`src/rtl/fir_pkg.sv`:
```
// Shared types and constants for the FIR / moving-average datapath.
// Used by the stimulus generator, the averager and the display stage.
package fir_pkg;

    localparam int SAMPLE_W = 8;
    localparam int LFSR_W   = 16;

    localparam logic [LFSR_W-1:0] LFSR_TAPS = 16'hB400;

    typedef enum logic {
        IDLE = 1'b0,
        RUN  = 1'b1
    } run_state_e;

    // Right-shift Galois step; taps fold in when the bit shifted out is 1.
    function automatic logic [LFSR_W-1:0] lfsr_step(
        input logic [LFSR_W-1:0] s
    );
        return (s >> 1) ^ (s[0] ? LFSR_TAPS : '0);
    endfunction

endpackage

```
`src/rtl/lfsr_sample_gen_if.sv`:
```
// Output bundle of the stimulus stage: run state, start strobe,
// sample stream and sample counter.
interface lfsr_sample_gen_if #(
    parameter int COUNT_W = 35
);
    import fir_pkg::*;

    logic                enable;
    logic                start_pulse;
    logic [SAMPLE_W-1:0] sample;
    logic                sample_valid;
    logic [COUNT_W-1:0]  sample_count;

    modport master (
        output enable,
        output start_pulse,
        output sample,
        output sample_valid,
        output sample_count
    );

    modport slave (
        input enable,
        input start_pulse,
        input sample,
        input sample_valid,
        input sample_count
    );

endinterface

```
`src/rtl/btn_debounce.sv`:
```
// Push-button conditioner: 2-flop synchronizer, stability counter,
// one-cycle pulse on each accepted press (debounced 1->0 edge).
module btn_debounce #(
    parameter int DEBOUNCE_CYCLES = 1000000
) (
    input  logic CLOCK_50,
    input  logic reset_n,
    input  logic btn_raw,
    output logic press_pulse
);

    localparam int CNT_W = $clog2(DEBOUNCE_CYCLES + 1);
    localparam logic [CNT_W-1:0] CNT_LAST = CNT_W'(DEBOUNCE_CYCLES - 1);

    logic             sync1_q;
    logic             sync2_q;
    logic             level_q;
    logic             level_d;
    logic             prev_q;
    logic [CNT_W-1:0] cnt_q;
    logic [CNT_W-1:0] cnt_d;

    // Bring the raw button into the clock domain; idle level is high.
    always_ff @(posedge CLOCK_50 or negedge reset_n) begin
        if (!reset_n) begin
            sync1_q <= 1'b1;
            sync2_q <= 1'b1;
        end else begin
            sync1_q <= btn_raw;
            sync2_q <= sync1_q;
        end
    end

    // Accept a new level only after it differed for the full window.
    always_comb begin
        level_d = level_q;
        cnt_d   = '0;
        if (sync2_q != level_q) begin
            if (cnt_q == CNT_LAST) begin
                level_d = sync2_q;
            end else begin
                cnt_d = cnt_q + 1'b1;
            end
        end
    end

    // Debounce state plus a delayed copy for edge detection.
    always_ff @(posedge CLOCK_50 or negedge reset_n) begin
        if (!reset_n) begin
            level_q <= 1'b1;
            prev_q  <= 1'b1;
            cnt_q   <= '0;
        end else begin
            level_q <= level_d;
            prev_q  <= level_q;
            cnt_q   <= cnt_d;
        end
    end

    assign press_pulse = prev_q & ~level_q;

endmodule

```
`src/rtl/lfsr_sample_gen.sv`:
```
// Stimulus stage: button-controlled run/stop, start strobe, and a
// divided-rate stream of LFSR samples with a saturating counter.
module lfsr_sample_gen
    import fir_pkg::*;
#(
    parameter int                SAMPLE_DIV      = 5000000,
    parameter int                DEBOUNCE_CYCLES = 1000000,
    parameter logic [LFSR_W-1:0] SEED            = 16'hACE1,
    parameter int                COUNT_W         = 35
) (
    input  logic                  CLOCK_50,
    input  logic                  reset_n,
    input  logic                  toggleBtn,
    lfsr_sample_gen_if.master     out_if
);

    localparam int DIV_W = (SAMPLE_DIV > 1) ? $clog2(SAMPLE_DIV) : 1;
    localparam logic [DIV_W-1:0] DIV_LAST = DIV_W'(SAMPLE_DIV - 1);

    logic press;

    run_state_e          state_q;
    run_state_e          state_d;
    logic [LFSR_W-1:0]   lfsr_q;
    logic [LFSR_W-1:0]   lfsr_d;
    logic [LFSR_W-1:0]   lfsr_next;
    logic [DIV_W-1:0]    div_q;
    logic [DIV_W-1:0]    div_d;
    logic [SAMPLE_W-1:0] sample_q;
    logic [SAMPLE_W-1:0] sample_d;
    logic                valid_q;
    logic                valid_d;
    logic                start_q;
    logic                start_d;
    logic [COUNT_W-1:0]  count_q;
    logic [COUNT_W-1:0]  count_d;
    logic                wrap;

    btn_debounce #(
        .DEBOUNCE_CYCLES (DEBOUNCE_CYCLES)
    ) u_btn (
        .CLOCK_50    (CLOCK_50),
        .reset_n     (reset_n),
        .btn_raw     (toggleBtn),
        .press_pulse (press)
    );

    assign lfsr_next = lfsr_step(lfsr_q);
    assign wrap      = (div_q == DIV_LAST);

    // Run/stop FSM and sample datapath; a press outranks a divider wrap.
    always_comb begin
        state_d  = state_q;
        lfsr_d   = lfsr_q;
        div_d    = div_q;
        sample_d = sample_q;
        valid_d  = 1'b0;
        start_d  = 1'b0;
        count_d  = count_q;
        unique case (state_q)
            IDLE: begin
                if (press) begin
                    state_d = RUN;
                    start_d = 1'b1;
                    lfsr_d  = SEED;
                    div_d   = '0;
                    count_d = '0;
                end
            end
            RUN: begin
                if (press) begin
                    state_d = IDLE;
                end else begin
                    div_d = wrap ? '0 : div_q + 1'b1;
                    if (lfsr_q == '0) begin
                        lfsr_d = SEED;
                    end else if (wrap) begin
                        lfsr_d   = lfsr_next;
                        sample_d = lfsr_next[SAMPLE_W-1:0];
                        valid_d  = 1'b1;
                        if (count_q != '1) begin
                            count_d = count_q + 1'b1;
                        end
                    end
                end
            end
            default: state_d = IDLE;
        endcase
    end

    // State and datapath registers.
    always_ff @(posedge CLOCK_50 or negedge reset_n) begin
        if (!reset_n) begin
            state_q  <= IDLE;
            lfsr_q   <= SEED;
            div_q    <= '0;
            sample_q <= '0;
            valid_q  <= 1'b0;
            start_q  <= 1'b0;
            count_q  <= '0;
        end else begin
            state_q  <= state_d;
            lfsr_q   <= lfsr_d;
            div_q    <= div_d;
            sample_q <= sample_d;
            valid_q  <= valid_d;
            start_q  <= start_d;
            count_q  <= count_d;
        end
    end

    assign out_if.enable       = (state_q == RUN);
    assign out_if.start_pulse  = start_q;
    assign out_if.sample       = sample_q;
    assign out_if.sample_valid = valid_q;
    assign out_if.sample_count = count_q;

endmodule
```
`src/flat_wrapper.sv`:
```
// flat-port wrapper written by rule: the top's interface ports become plain ports
module lfsr_sample_gen_flat import fir_pkg::*;
#(
    parameter int                SAMPLE_DIV      = 5000000,
    parameter int                DEBOUNCE_CYCLES = 1000000,
    parameter logic [LFSR_W-1:0] SEED            = 16'hACE1,
    parameter int                COUNT_W         = 35
)
  (CLOCK_50, reset_n, toggleBtn, out_if_enable, out_if_start_pulse, out_if_sample, out_if_sample_valid, out_if_sample_count);
  lfsr_sample_gen_if #(.COUNT_W(COUNT_W)) out_if_i ();
  input  logic CLOCK_50;
  input  logic reset_n;
  input  logic toggleBtn;
  output wire logic [$bits(out_if_i.enable)-1:0] out_if_enable;
  output wire logic [$bits(out_if_i.start_pulse)-1:0] out_if_start_pulse;
  output wire logic [$bits(out_if_i.sample)-1:0] out_if_sample;
  output wire logic [$bits(out_if_i.sample_valid)-1:0] out_if_sample_valid;
  output wire logic [$bits(out_if_i.sample_count)-1:0] out_if_sample_count;
  assign out_if_enable = out_if_i.enable;
  assign out_if_start_pulse = out_if_i.start_pulse;
  assign out_if_sample = out_if_i.sample;
  assign out_if_sample_valid = out_if_i.sample_valid;
  assign out_if_sample_count = out_if_i.sample_count;
  lfsr_sample_gen #(.SAMPLE_DIV(SAMPLE_DIV), .DEBOUNCE_CYCLES(DEBOUNCE_CYCLES), .SEED(SEED), .COUNT_W(COUNT_W)) u_core (.CLOCK_50(CLOCK_50), .reset_n(reset_n), .toggleBtn(toggleBtn), .out_if(out_if_i));
endmodule
```
`config.mk`:
```
export PLATFORM = sky130hd
export DESIGN_NAME = lfsr_sample_gen_flat
export DESIGN_NICKNAME = d
export VERILOG_FILES = /design/src/rtl/fir_pkg.sv /design/src/rtl/lfsr_sample_gen_if.sv /design/src/rtl/btn_debounce.sv /design/src/rtl/lfsr_sample_gen.sv /design/src/flat_wrapper.sv
export SDC_FILE = /design/constraint.sdc
export NUM_CORES = 1
export LEC_CHECK = 0
export CORE_MARGIN = 5
export CORE_UTILIZATION = 45
export DETAILED_ROUTE_END_ITERATION = 10
export SKIP_CTS_REPAIR_TIMING = 1
export SLEW_MARGIN = 20
export SYNTH_ARGS = -nofsm -noshare
export SYNTH_HDL_FRONTEND = slang
export SYNTH_SLANG_ARGS = --single-unit
```
`constraint.sdc`:
```
create_clock -name CLOCK_50 -period 3.68 [get_ports CLOCK_50]
set_input_delay 0.552 -clock CLOCK_50 [delete_from_list [all_inputs] [get_ports CLOCK_50]]
set_output_delay 0.552 -clock CLOCK_50 [all_outputs]
set_load 0.01 [all_outputs]
```
==> results of run 1 <==
kinds of logic (layout without fill, tap and decap cells):
logic type	after synthesis	count (layout)	share of synthesized area, %
simple gates	276	276	25.5
compound gates	93	93	11.1
buf+inv	52	101	3.78
fa+ha+maj	7	7	1.51
flops	109	109	47.4
xor+xnor	37	37	5.60
mux	28	28	5.18
area by class of cell:
type | instances | area share (%)
tap | 172 | 3.18
multi-input combinational | 441 | 41.9
clock buffer | 11 | 3.44
clock inverter | 5 | 1.22
inverter | 27 | 1.50
timing repair buffer | 58 | 8.18
sequential | 109 | 40.5
sequential cells by signal (all words and copies together) (netlist names):
name and flops:
u_core.lfsr_q 16, u_core.u_btn.prev_q 1, u_core.out_if.enable 1, u_core.div_q 23
u_core.u_btn.sync2_q 1, u_core.u_btn.sync1_q 1, u_core.out_if.sample 8, u_core.u_btn.level_q 1
u_core.u_btn.cnt_q 20, u_core.out_if.sample_valid 1, u_core.out_if.start_pulse 1, u_core.out_if.sample_count 35
worst reg2reg max path, stage by stage, from the launching register on:
cell	delay [ns]
dfstp_2	0.52
nor2b_1	0.34
inv_1	0.12
ha_1	0.21
or2_2	0.29
or4_1	0.49
o21a_1	0.33
a221o_1	0.39
cell usage in the layout (no fill, tap or decap), types with 8 or more instances in the layout:
cell type and count:
dfrtp_1 97, nor2_1 72, clkdlybuf4s50_1 47, nand2_1 44, a31oi_1 36, inv_1 27, nand3_1 26, nand4_1 21
xnor2_1 20, nor3_1 19, and3_1 18, xor2_1 17, mux2_2 16, mux2i_1 12, dfstp_2 12, buf_4 11
and2_1 10, nor4_1 10, o21ai_0 10, clkbuf_16 9, or4_1 8, a21oi_1 8
cell usage after synthesis, types with 3 or more instances:
cell / instances / area share, %
dfrtp_1: 97 / 42
nor2_1: 72 / 4.7
nand2_1: 44 / 2.9
a31oi_1: 36 / 3.9
inv_1: 27 / 1.7
nand3_1: 26 / 2.2
nand4_1: 21 / 2.3
xnor2_1: 20 / 3.0
nor3_1: 19 / 1.6
and3_1: 18 / 1.9
xor2_1: 17 / 2.6
mux2_2: 16 / 3.1
clkbuf_1: 15 / 0.97
dfstp_2: 12 / 5.4
mux2i_1: 12 / 2.1
nor4_1: 11 / 1.2
and2_1: 10 / 1.1
o21ai_0: 10 / 0.86
a21oi_1: 8 / 0.69
or4_1: 8 / 1.0
and4_1: 7 / 1.1
buf_2: 7 / 0.60
ha_1: 7 / 1.5
nand2b_1: 7 / 0.76
or3_1: 6 / 0.65
a41oi_1: 5 / 0.76
nor4b_1: 5 / 0.76
and4b_1: 4 / 0.69
nor3b_1: 4 / 0.52
o21a_1: 4 / 0.52
o21ai_1: 4 / 0.35
or2_2: 4 / 0.43
a211o_1: 3 / 0.45
a221o_1: 3 / 0.52
o211ai_1: 3 / 0.39
o22ai_1: 3 / 0.32
metal layers:
metal  global-route usage [%]  vias up  wire, um
li1                         -     2276         -
met1                     27.0     2318      6400
met2                     28.8      120      6210
met3                     3.16       26       703
met4                     8.58        0       294
met5                        0        -         0
metrics by stage:
| stage | worst slack [ns] | power, mW | util [%] | hold slack (ns) |
|---|---|---|---|---|
| after floorplan | 0.918 | 1.24 | - | 0.256 |
| after global routing | 0.710 | 2.38 | 53.6 | 0.285 |
| after detailed placement | 0.872 | 1.27 | 51.1 | 0.351 |
| after CTS | 0.876 | 2.33 | 53.6 | 0.251 |
| after global placement | 0.983 | 1.27 | 51.1 | 0.349 |
| final | 0.891 | 2.30 | 53.6 | 0.226 |
power by group through the flow:
stage / clock (mW) / combinational (mW) / sequential, mW
finish: 1.06 / 0.0347 / 1.21
global route: 1.13 / 0.0428 / 1.21
CTS: 1.09 / 0.0373 / 1.21
detailed placement: 0 / 0.0374 / 1.23
global placement: 0 / 0.0366 / 1.23
floorplan: 0 / 0.00794 / 1.23
worst paths after layout:
path,start,end,slack (ns),cells past startpoint
max,u_core.u_btn.prev_q,u_core.out_if.sample_count[12],0.89,7
min,reset_n,u_core.out_if.sample_count[18],0.23,1
max reg2reg,u_core.u_btn.prev_q,u_core.out_if.sample_count[12],0.89,7
min reg2reg,u_core.u_btn.sync1_q,u_core.u_btn.sync2_q,0.36,0
max in group asynchronous,reset_n,u_core.lfsr_q[7],2.57,2
min in group CLOCK_50,u_core.u_btn.sync1_q,u_core.u_btn.sync2_q,0.36,0
==> metrics.yaml, run 1 <==
layout:
  fin_cells: 823
  regArea_um2: 2740
  nets: 656
  postLayoutCellArea_um2: 6760
  fill_cells: 1153
  area_delta_synth_final_pct: 16.8
  drive_above_1_share_pct: 10.4
  num_antenna_cells: 0
  multi_input_area_um2: 2840
job:
  cap_violations: 0
power_and_ir_drop:
  switching_share_pct: 21.4
  seqPwrFrac_pct: 52.3
  vdd_drop_max_uv: 203
  clock_power_share_pct: 46.2
  pwr_density_cell_nw_per_um2: 341
  p_int_mw: 1.81
  p_sw_uw: 494
  pwr-share-comb_pct: 1.5
  leakagePower_nw: 2.84
run_status:
  status: "complete, no violations"
placed_design:
  portBuffers: 48
  placed_cell_area_um2: 6450
  dp_cells: 807
  dp_hpwl_um: 9260
  gp_congestion: 0.841
synth:
  syn_nets: 612
  async_flop_share_pct: 100
  ys_warn_count: 0
  synth_ff_type: "dfrtp_1"
  synth_edf_count: 0
  synth_seq_area_share_pct: 47.4
  ys_types: 56
  synth_cells: 602
  ys_ff_latch: 109
  syn_area_um2: 5790
  syn_avg_cell_area_um2: 9.62
sta:
  hold_violations: 0
  period_share_pct: 75.8
  slew_violations: 0
  rsz0062_at_grt: "false"
  layout_min_cycle_time_ns: 2.79
  skew_ns: 0.0115
  fmax_mhz: 359
  tns_ns: 0
  worstMarginPinSlew_ns: 0.805
  setup_viol: 0
  slew_headroom_pct: 45.8
floorplanning:
  die_y_um: 123
  ioPinCount: 49
  start_util_pct: 45.9
  core_area_um2: 12600
  dieWidth_um: 123
  die_area_um2: 15200
  rows: 41
route:
  drt_iter0_markers: 449
  wire_per_inst_um: 16.5
  routed_wl_um: 13600
  vias: 4740
  postRouteAntennaNets: 0
  first_pass_iters: 4
  vias_per_cell: 5.76
  drc: 0
grt:
  grt_pass1_wl_um: 23100
  grt_pass1_vias: 4555
  grtUsageTotal_pct: 19.1
  grt_max_degree: 53
  antenna_found_initial: 0
  grt_overflow: 0
critical_path:
  worstPathArrival_ns: 3.03
  worstPathRequired_ns: 3.92
  cp_cell_sequence: "nor2b_1, inv_1, ha_1, or2_2, or4_1, o21a_1, a221o_1"
  crit_fanout: 10
  critPathSlowestCell: "dfstp_2"
  critPathLaunchType: "register"
  slowest_delay_ns: 0.52
  critPathTopFamily: "simple AND/OR/NAND/NOR gates"
  path_class: "reg2reg"
  crit_buf_inv: 1
  crit_path_end_kind: "register"
clock_network:
  clk_path_buf_depth: 2
  cts_tree: "done"
  numCtsBuffers: 9
  path_clk_slew_ns: 0.08
  h-tree-depth: 3
  cts_root_buf: "clkbuf_16"
  cts_sinks: 109
  clk_latency_ns: 0.35
min_path:
  hold_class: "in2async"
Power figures use the tool's default switching activity.
==> inputs of run 2 (changes only) <==
==> constraint.sdc (replaced) <==
create_clock -name CLOCK_50 -period 2.6 [get_ports CLOCK_50]
set_input_delay 0.39 -clock CLOCK_50 [delete_from_list [all_inputs] [get_ports CLOCK_50]]
set_output_delay 0.39 -clock CLOCK_50 [all_outputs]
set_load 0.01 [all_outputs]
==> metrics.yaml, run 2 (synthesis gave the netlist of run 1 again) <==
critical_path:
  path_class: "reg2reg"
  crit_path_end_kind: "register"
  crit_fanout: 10
  r2r-end: "u_core.out_if.sample_count[12]"
  crit_buf_inv: 1
  critPathSlowestCell: "dfstp_2"
  worstPathRequired_ns: 2.84
  r2r_cells: 7
  critPathTopFamily: "simple AND/OR/NAND/NOR gates"
  critPathLaunchType: "register"
  r2r-start: "u_core.u_btn.prev_q"
  slowest_delay_ns: 0.51
  worstPathArrival_ns: 2.69
  reg2reg_slack_ns: 0.15
  cp_cell_sequence: "nor2b_1, inv_1, ha_1, or2_2, or4_4, o21a_4, a221o_1"
placed_design:
  portBuffers: 48
  gp_congestion: 0.829
  dp_cells: 854
  dp_hpwl_um: 10200
sta:
  hold_ws_ns: 0.00242
  rsz0062_at_grt: "false"
  layout_min_cycle_time_ns: 2.45
  hold_violations: 0
  tns_ns: 0
  skew_ns: 0.00988
  worstMarginPinSlew_ns: 0.723
  fmax_mhz: 408
  slew_violations: 0
  setup_viol: 0
  slew_headroom_pct: 51.4
  period_share_pct: 94.3
clock_network:
  cts_sinks: 109
  clk_path_buf_depth: 2
  clk_latency_ns: 0.36
  h-tree-depth: 3
  path_clk_slew_ns: 0.08
  cts_root_buf: "clkbuf_16"
  cts_tree: "done"
  numCtsBuffers: 9
route:
  drt_iter0_markers: 404
  wire_per_inst_um: 16.5
  routed_wl_um: 14400
  drc: 0
  postRouteAntennaNets: 0
  first_pass_iters: 5
  vias: 4906
  vias_per_cell: 5.63
floorplanning:
  rows: 41
  start_util_pct: 45.9
  core_area_um2: 12600
  die_area_um2: 15200
  die_y_um: 123
  ioPinCount: 49
  dieWidth_um: 123
power_and_ir_drop:
  leakagePower_nw: 3.13
  clock_power_share_pct: 47.7
  pwr-share-comb_pct: 1.6
  p_sw_uw: 699
  pwr_density_cell_nw_per_um2: 467
  seqPwrFrac_pct: 50.7
  p_int_mw: 2.67
  vdd_drop_max_uv: 513
  switching_share_pct: 20.8
grt:
  grtUsageTotal_pct: 20.1
  grt_use_met3_pct: 4.99
  grt_pass1_wl_um: 24400
  grt_use_met1_pct: 26.5
  grt_pass1_vias: 4931
  antenna_found_initial: 0
  grt_max_degree: 51
  met2_usage_pct: 33.4
  top_usage_layer: "met2"
  grt_overflow: 0
layout:
  drive_above_1_share_pct: 17.2
  nets: 704
  final_util_pct: 57.1
  area_delta_synth_final_pct: 24.4
  fin_cells: 871
  largest_register_ff_count: 35
  final_common_cell: "dfrtp_1"
  num_antenna_cells: 0
  final_cell_mix: "dfrtp_1 (96), nor2_1 (72), buf_4 (56), clkdlybuf4s50_1 (47), nand2_1 (44)"
min_path:
  hold_class: "in2async"
job:
  cap_violations: 0
run_status:
  status: "complete, no violations"
[run 2: how the worst max path moves through the flow]
stage	start	end	slack [ns]	cells past startpoint
after CTS	u_core.u_btn.prev_q	u_core.out_if.sample_count[15]	-0.10	8
after global placement	u_core.u_btn.prev_q	u_core.out_if.sample_count[15]	0.01	8
final	u_core.u_btn.prev_q	u_core.out_if.sample_count[12]	0.15	7
after floorplan	u_core.out_if.enable	u_core.out_if.sample_count[8]	0.03	9
after global routing	u_core.u_btn.prev_q	u_core.out_if.sample_count[14]	0.006	7
after detailed placement	u_core.u_btn.prev_q	u_core.out_if.sample_count[15]	-0.08	8
[run 2: area by class of cell]
type	count	area (um^2)
Inverter	27	101
Timing Repair Buffer	106	942
Multi-Input combinational cell	441	2860
Sequential cell	109	2740
Fill cell	1140	5410
Clock buffer	10	229
Tap cell	172	215
Clock inverter	6	118
[run 2: layer usage]
| metal | up-vias | part of all wire, % | wire length, um |
|---|---|---|---|
| li1 | 2374 | - | - |
| met1 | 2402 | 46 | 6610 |
| met2 | 114 | 48 | 6900 |
| met5 | - | 0 | 0 |
| met3 | 16 | 5.0 | 725 |
| met4 | 0 | 1.2 | 174 |
[run 2: per-stage QoR]
stage / instance area [um^2] / total power [mW] / setup WS (ns)
finish: 7210 / 3.36 / 0.149
global route: 7210 / 3.48 / 0.00576
CTS: 7180 / 3.41 / -0.101
detailed placement: 6830 / 1.80 / -0.0775
global placement: 6830 / 1.79 / 0.0103
floorplan: 5800 / 1.75 / 0.0265
[run 2: power by group through the flow]
stage | Combinational (mW) | Clock, mW | Sequential [mW]
final | 0.0528 | 1.61 | 1.71
after global routing | 0.0624 | 1.71 | 1.71
after CTS | 0.0563 | 1.64 | 1.71
after detailed placement | 0.0563 | 0 | 1.74
after global placement | 0.0558 | 0 | 1.74
after floorplan | 0.0112 | 0 | 1.74
